==> src/rtl/decode_stage.sv <==
// decode_stage: RV32I-style decode between fetch and execute.
// Reads register-file operands, resolves EX/MEM bypass, builds immediates,
// selects ALU operands and registers them into the D/E register under a
// valid/ready handshake, with load-use bubbles and branch flush.
// Optional feature macro: DECODE_FWD_EN (EX/MEM forwarding). When it is not
// defined, operands come only from the register file and any pending EX/MEM
// writer of a used source stalls decode.
module decode_stage #(
   parameter int unsigned XLEN      = 32,
   parameter logic [31:0] NOP_INSTR = 32'h0000_0013
) (
   input  logic            clk,
   input  logic            rst,
   input  logic            flush,
   input  logic            in_valid,
   output logic            in_ready,
   input  logic [XLEN-1:0] pc_in,
   input  logic [31:0]     instr_in,
   output logic [4:0]      rs1_addr,
   output logic [4:0]      rs2_addr,
   input  logic [XLEN-1:0] r1_val,
   input  logic [XLEN-1:0] r2_val,
   input  logic            ex_wr_en,
   input  logic [4:0]      ex_rd,
   input  logic [XLEN-1:0] ex_val,
   input  logic            ex_is_load,
   input  logic            mem_wr_en,
   input  logic [4:0]      mem_rd,
   input  logic [XLEN-1:0] mem_val,
   output logic            out_valid,
   input  logic            out_ready,
   output logic [XLEN-1:0] pc_out,
   output logic [31:0]     instr_out,
   output logic [XLEN-1:0] alu_1,
   output logic [XLEN-1:0] alu_2,
   output logic [XLEN-1:0] store_val,
   output logic [4:0]      rd_out,
   output logic            wr_en_out
);

   typedef enum logic [6:0] {
      OPC_LOAD   = 7'b0000011,
      OPC_OP_IMM = 7'b0010011,
      OPC_AUIPC  = 7'b0010111,
      OPC_STORE  = 7'b0100011,
      OPC_OP     = 7'b0110011,
      OPC_LUI    = 7'b0110111,
      OPC_BRANCH = 7'b1100011,
      OPC_JALR   = 7'b1100111,
      OPC_JAL    = 7'b1101111
   } opcode_e;

   opcode_e         opcode;
   logic [4:0]      rd_field;
   logic [XLEN-1:0] imm_i, imm_s, imm_b, imm_u, imm_j;
   logic [XLEN-1:0] rs1_val, rs2_val;
   logic            use_rs1, use_rs2, writes_rd;
   logic [XLEN-1:0] d_alu_1, d_alu_2, d_store_val;
   logic            hazard, advance, transfer;

   assign opcode   = opcode_e'(instr_in[6:0]);
   assign rd_field = instr_in[11:7];
   assign rs1_addr = instr_in[19:15];
   assign rs2_addr = instr_in[24:20];

   assign imm_i = {{(XLEN-12){instr_in[31]}}, instr_in[31:20]};
   assign imm_s = {{(XLEN-12){instr_in[31]}}, instr_in[31:25], instr_in[11:7]};
   assign imm_b = {{(XLEN-13){instr_in[31]}}, instr_in[31], instr_in[7],
                   instr_in[30:25], instr_in[11:8], 1'b0};
   assign imm_u = {{(XLEN-32){instr_in[31]}}, instr_in[31:12], 12'h000};
   assign imm_j = {{(XLEN-21){instr_in[31]}}, instr_in[31], instr_in[19:12],
                   instr_in[20], instr_in[30:21], 1'b0};

   // Source operand resolution; x0 always reads as zero.
   always_comb begin
      rs1_val = '0;
      rs2_val = '0;
`ifdef DECODE_FWD_EN
      if (rs1_addr != 5'd0) begin
         if (ex_wr_en && ex_rd == rs1_addr && !ex_is_load) rs1_val = ex_val;
         else if (mem_wr_en && mem_rd == rs1_addr)         rs1_val = mem_val;
         else                                              rs1_val = r1_val;
      end
      if (rs2_addr != 5'd0) begin
         if (ex_wr_en && ex_rd == rs2_addr && !ex_is_load) rs2_val = ex_val;
         else if (mem_wr_en && mem_rd == rs2_addr)         rs2_val = mem_val;
         else                                              rs2_val = r2_val;
      end
`else
      if (rs1_addr != 5'd0) rs1_val = r1_val;
      if (rs2_addr != 5'd0) rs2_val = r2_val;
`endif
   end

`ifndef DECODE_FWD_EN
   logic unused_fwd;
   assign unused_fwd = ^{ex_val, mem_val, ex_is_load};
`endif

   // Opcode decode: source usage, destination write and operand selection.
   always_comb begin
      use_rs1     = 1'b0;
      use_rs2     = 1'b0;
      writes_rd   = 1'b0;
      d_alu_1     = '0;
      d_alu_2     = '0;
      d_store_val = '0;
      case (opcode)
         OPC_OP: begin
            use_rs1 = 1'b1; use_rs2 = 1'b1; writes_rd = 1'b1;
            d_alu_1 = rs1_val; d_alu_2 = rs2_val;
         end
         OPC_OP_IMM, OPC_LOAD, OPC_JALR: begin
            use_rs1 = 1'b1; writes_rd = 1'b1;
            d_alu_1 = rs1_val; d_alu_2 = imm_i;
         end
         OPC_STORE: begin
            use_rs1 = 1'b1; use_rs2 = 1'b1;
            d_alu_1 = rs1_val; d_alu_2 = imm_s; d_store_val = rs2_val;
         end
         OPC_BRANCH: begin
            use_rs1 = 1'b1; use_rs2 = 1'b1;
            d_alu_1 = rs1_val; d_alu_2 = rs2_val; d_store_val = imm_b;
         end
         OPC_LUI: begin
            writes_rd = 1'b1;
            d_alu_2   = imm_u;
         end
         OPC_AUIPC: begin
            writes_rd = 1'b1;
            d_alu_1 = pc_in; d_alu_2 = imm_u;
         end
         OPC_JAL: begin
            writes_rd = 1'b1;
            d_alu_1 = pc_in; d_alu_2 = imm_j;
         end
         default: ;
      endcase
   end

   // Hazard detection: load-use only with bypass, any pending writer without.
   always_comb begin
      hazard = ex_wr_en && ex_rd != 5'd0 &&
               ((use_rs1 && ex_rd == rs1_addr) || (use_rs2 && ex_rd == rs2_addr));
`ifdef DECODE_FWD_EN
      hazard = hazard && ex_is_load;
`else
      hazard = hazard || (mem_wr_en && mem_rd != 5'd0 &&
               ((use_rs1 && mem_rd == rs1_addr) || (use_rs2 && mem_rd == rs2_addr)));
`endif
   end

   assign advance  = !out_valid || out_ready;
   assign in_ready = flush || (advance && !hazard);
   assign transfer = in_valid && in_ready;

   // D/E pipeline register: reset > flush > advance (transfer or bubble).
   always_ff @(posedge clk) begin
      if (rst) begin
         out_valid <= 1'b0;
         pc_out    <= '0;
         instr_out <= NOP_INSTR;
         alu_1     <= '0;
         alu_2     <= '0;
         store_val <= '0;
         rd_out    <= '0;
         wr_en_out <= 1'b0;
      end else if (flush) begin
         out_valid <= 1'b0;
         instr_out <= NOP_INSTR;
         wr_en_out <= 1'b0;
      end else if (advance) begin
         if (transfer) begin
            out_valid <= 1'b1;
            pc_out    <= pc_in;
            instr_out <= instr_in;
            alu_1     <= d_alu_1;
            alu_2     <= d_alu_2;
            store_val <= d_store_val;
            rd_out    <= (writes_rd && rd_field != 5'd0) ? rd_field : 5'd0;
            wr_en_out <= writes_rd && rd_field != 5'd0;
         end else begin
            out_valid <= 1'b0;
            instr_out <= NOP_INSTR;
            wr_en_out <= 1'b0;
         end
      end
   end

endmodule
==> config.mk <==
export PLATFORM = sky130hd
export DESIGN_NAME = decode_stage
export DESIGN_NICKNAME = d
export VERILOG_FILES = /design/src/rtl/decode_stage.sv
export SDC_FILE = /design/constraint.sdc
export NUM_CORES = 1
export LEC_CHECK = 0
export BUFFER_PORTS_ARGS = -buffer_cell sky130_fd_sc_hd__buf_4
export CAP_MARGIN = 20
export CORE_UTILIZATION = 36
export DETAILED_ROUTE_END_ITERATION = 12
export PLACE_DENSITY = 0.69
export SLEW_MARGIN = 10
export SYNTH_ARGS = -nofsm -noshare
export SYNTH_HDL_FRONTEND = slang
export SYNTH_SLANG_ARGS = --single-unit
==> constraint.sdc <==
create_clock -name clk -period 3.85 [get_ports clk]
set_clock_uncertainty 0.1 [all_clocks]
set_input_delay 0.5775 -clock clk [delete_from_list [all_inputs] [get_ports clk]]
set_output_delay 0.5775 -clock clk [all_outputs]
set_load 0.01 [all_outputs]
## Word level (Yosys, flattened, before mapping)

Index checks and enable logic that the tools add are counted.

- Register bits after elaboration: 167
- Output and inout port bits: 178
- Logic and storage cells: 66

- Eq/ne operators: 13
- Mux-type cells: 12
- Bitwise gates (word level): 1
- Reductions and logical operators: 32

Operators with widths:

| kind | number |
|---|---|
| 32-bit one-hot mux with 5 select lines | 1 |
| 32-bit one-hot mux with 2 select lines | 2 |
| 32-bit 2-to-1 mux | 3 |
| 5-bit nonzero test | 5 |
| 7-bit by 6-bit equality test with 1-bit output (second input constant) | 3 |
| 7-bit equality test (second input constant) | 3 |
| 5-bit equality test | 4 |
| 7-bit by 5-bit equality test with 1-bit output (second input constant) | 2 |
| 1-bit logical AND | 11 |
| 2-bit OR reduction | 4 |
| 7-bit by 2-bit equality test with 1-bit output (second input constant) | 1 |
| 7-bit OR reduction | 1 |
| 3-bit OR reduction | 2 |
| 6-bit OR reduction | 1 |
| 1-bit logical OR | 5 |
| 1-bit 2-to-1 mux | 5 |
| 5-bit 2-to-1 mux | 1 |
| 3-bit AND reduction | 1 |
| 1-bit zero test | 2 |
| 1-bit NOT | 1 |

## Depth between registers and ports, before layout

- Depth after elaboration: 12
- Gate-level depth with buffers: 10
- Gate-level depth less buffers: 6

## Worst setup path after synthesis

OpenSTA, ideal clock, no wires.

- Kind: in2out
- Start: input instr_in[3]
- End: output in_ready
- Arrival time: 2.034 ns
- Data required time: 3.172 ns
- Slack: 1.138 ns
- Stages on the path: 7
- Path buffers: 2
- Path through: buf_6 and4bb_2 nand3_2 nor4_2 o21ai_2 clkbuf_1 a31o_2

- Word-level cells in the longest chain between the ends: 10
- Elaborated cells on any way between the ends: 22

Ends and longest elaborated chain:

| what | RTL line | source |
|---|---|---|
| from (decl) | 18 | `input logic [31:0] instr_in,` |
| 7-bit equality test, or another cell as far along | 108 | `case (opcode)` |
| 6-bit OR reduction (no source line) / 3-bit OR reduction (equally long branches) | n/a |  |
| 1-bit 2-to-1 mux | 108 |  |
| 1-bit logical AND, on equally long branches | 144, 149 |  |
| 1-bit logical OR, on equally long branches | 144, 149 |  |
| 1-bit logical AND, on equally long branches | 143, 148 |  |
| 1-bit logical OR (*) | 148 | `hazard = hazard \|\| (mem_wr_en && mem_rd != 5'd0 &&` |
| 1-bit zero test (*) | 154 | `assign in_ready = flush \|\| (advance && !hazard);` |
| 1-bit logical AND (*) | 154 |  |
| 1-bit logical OR (*) | 154 |  |
| to (decl) | 16 | `output logic in_ready,` |

Mark *: on every way between the ends. The rest lies on a longest branch, timed or not.

## Worst setup path in the final report

- Start: input instr_in[6]
- End: output in_ready

The elaborated chain is that of the path after synthesis.

==> results_dict.tcl <==
set metrics [dict create \
    grt_max_degree 92 \
    fmax_ghz 0.337 \
    dp_hpwl_um 19800 \
    antennaDiodeCount 0 \
    max_stage_delay_ns 0.40 \
    grt_use_total_pct 24.6 \
    initial_core_util_pct 37.0 \
    drt_wl_total_um 28400 \
    synth_flop_cell "dfxtp_1" \
    viasPerCell 5.54 \
    synth_seq_area_share_pct 42.6 \
    fin_tns_setup_ns 0 \
    worstMarginPinSlew_ns 0.946 \
    syn_avg_cell_area_sq_um 8.98 \
    ys_ff_latch 167 \
    dr_wl_met2_um 13100 \
    fin_nets 1340 \
    rr_worst_depth 7 \
    hp-class "in -> reg" \
    worstPathArrival_ns 2.29 \
    dr.max_layer_used "met4" \
    rsz0062_at_grt "no" \
    r2r-end "alu_1[7]$_SDFFE_PP0P_" \
    cts-resized-gates 0 \
    grt_antenna_before_repair 0 \
    postCtsSetupRepairBufs 0 \
    core_area_sq_um 21200 \
    drv_cap 0 \
    slew_headroom_pct 36.7 \
    end_kind "output port" \
    rr_startpoint "out_valid$_SDFFE_PP0N_" \
    crit_path_end "in_ready" \
    area_delta_synth_final_pct 39.4 \
    finalSetupViolations 0 \
    p_leak_nw 4.45 \
    final_layout_size_suffix_gt1_share_pct 36.0 \
    crit_chain "buf_4 -> and3b_1 -> o21ai_2 -> nor3_1 -> o21ai_4 -> a31o_2 -> buf_4" \
    met3WireLength_um 1610 \
    crit_path_max_fanout 34 \
    synth_edf_count 0 \
    fillers 2042 \
    cts_made_buffers 17 \
    yosysUniqueCellTypes 59 \
    netlist_instances 874 \
    ant_nets 0 \
    cp.required_ns 3.17 \
    clk_pin_slew_worst_paths_ns 0.07 \
    post-route-min-period_ns 2.97 \
    num_vias 7862 \
    drc 0 \
    outcome "finished clean" \
    dpl_cell_area_sq_um 10300 \
    grt_first_pass_wirelength_um 42200 \
    die_w_um 150 \
    reg2reg_slack_ns 1.51 \
    min_from "flush" \
    clk_latency_ns 0.43 \
    cp_top_family "simple AND/OR/NAND/NOR gates" \
    maxSlewViolCount 0 \
    overflow 0 \
    post_drt_wl_per_cell_um 20.0 \
    cts_tree "built" \
    crit_cells 7 \
    fp.dieArea_sq_um 22400 \
    crit_start "instr_in[6]" \
    io_buffers 322 \
    ys_warn_count 0 \
    cp-start-kind "primary input" \
    power_mw 4.24 \
    clock_path_buffers 2 \
    irDropWorstVdd_v 0.000250 \
    cts.sinks 167 \
    die_h_um 150 \
    synthArstFlopShare_pct 0 \
    wl_met1_um 12900 \
    min_period_over_period_pct 77.1 \
    htreeDepth 4 \
    hold_buffers 0 \
    cts_root_buffer "clkbuf_16" \
    fin_util_pct 51.6 \
    initialDrtViolationCount 494 \
    num_rows 53 \
    synth_fp_nets 1084 \
    crit_slowest_cell "nor3_1" \
    firstDrtPassIters 5 \
    p_per_area_nw_per_um2 387 \
    final_hold_viol_count 0 \
    gp_congestion 0.803 \
    syn-cell-area_sq_um 7850 \
    grt_pass1_vias 7293 \
    cp_common_cell "buf_4" \
    path_class "in -> out" \
    final_cell_area_sq_um 10900 \
    io_pins 388 \
    worst-path-buf-inv 2 \
]
## metal layers
layer  GRT usage (%)  up-vias
met3            4.09       47
met1            33.9     3732
li1                -     3762
met2            38.2      321
met5               0        -
met4            9.34        0
## per-stage QoR
stage / hold WS (ns) / worst slack [ns] / std cells
6_report: 0.251 / 0.882 / 1418
5_1_grt: 0.242 / 0.760 / 1418
3_3_place_gp: 0.344 / 0.640 / 1385
3_5_place_dp: 0.349 / 0.550 / 1385
2_1_floorplan: 0.387 / 1.14 / 874
4_1_cts: 0.236 / 0.881 / 1417
## final cells by class
cell class,instances,area (sq um),area share (%)
inverter,3,11.3,0.103
sequential,167,3340,30.5
clock inverter,13,161,1.47
clock buffer,19,453,4.14
timing repair buffer,340,2600,23.7
tap,275,344,3.14
multi-input combinational,601,4040,36.9
## worst min path at each step
| stage | endpoint | cells after the start |
|---|---|---|
| final | out_valid$_SDFFE_PP0N_ | 2 |
| after detailed placement | instr_out[3]$_SDFFE_PP0N_ | 2 |
| after global routing | out_valid$_SDFFE_PP0N_ | 2 |
| after global placement | instr_out[3]$_SDFFE_PP0N_ | 2 |
| after floorplan | alu_2[0]$_SDFFE_PP0P_ | 2 |
| after CTS | out_valid$_SDFFE_PP0N_ | 2 |
## registers in the layout, indices dropped and copies added, names as in the netlist
signal	flops
store_val	32
rd_out	5
wr_en_out	1
instr_out	32
out_valid	1
pc_out	32
alu_1	32
alu_2	32
## synthesized netlist by cell type, types with 2 or more instances
master,instances,share of area [%]
a211oi_1,60,5.7
a21o_1,8,0.76
a21oi_1,133,8.5
a22o_1,34,3.8
a22oi_1,32,3.1
a31oi_1,3,0.24
a32oi_1,22,2.5
and3_1,2,0.16
and4b_1,2,0.25
buf_2,11,0.70
buf_4,11,1.1
buf_6,11,1.6
clkbuf_1,70,3.3
dfxtp_1,167,43
inv_1,3,0.14
mux2_1,11,1.6
mux2_2,15,2.2
mux2i_1,9,1.1
nand2_1,30,1.4
nand2b_1,12,0.96
nand3_1,68,4.3
nand3b_1,12,1.1
nor2_1,16,0.76
nor2b_1,28,2.2
nor3_1,9,0.57
nor4_1,2,0.16
nor4_2,2,0.32
o21a_1,2,0.19
o21ai_0,35,2.2
o21ai_2,3,0.33
o22a_1,2,0.22
or2_2,2,0.16
or4_4,2,0.29
xnor2_1,18,2.0
xor2_1,3,0.33
## logic make-up after synthesis
kind of cell           after synthesis  share of synthesized area, %
AND/OR/NAND/NOR                    201                          14.7
flip-flops                         167                          42.6
AO/OA/AOI/OAI                      344                          28.7
buffers and inverters              106                          6.82
XOR/XNOR                            21                          2.34
multiplexers                        35                          4.88
## cell usage in the layout (no fill, tap or decap), types with 17 or more instances in the layout
cell,Yosys,routed
clkbuf_16,0,17
nand2_1,30,29
a211oi_1,60,60
a32oi_1,22,22
buf_4,11,337
dfxtp_1,167,167
nor2b_1,28,28
o21ai_0,35,35
nand3_1,68,68
a22o_1,34,34
a21oi_1,133,131
xnor2_1,18,18
a22oi_1,32,32
## power breakdown
part	total, mW	internal [mW]	leakage [nW]	switching, mW
Sequential	1.83	1.79	1.36	0.0348
Clock	1.80	1.01	0.300	0.790
Combinational	0.608	0.292	2.79	0.316
No activity file was read; power rests on OpenSTA's default activity.
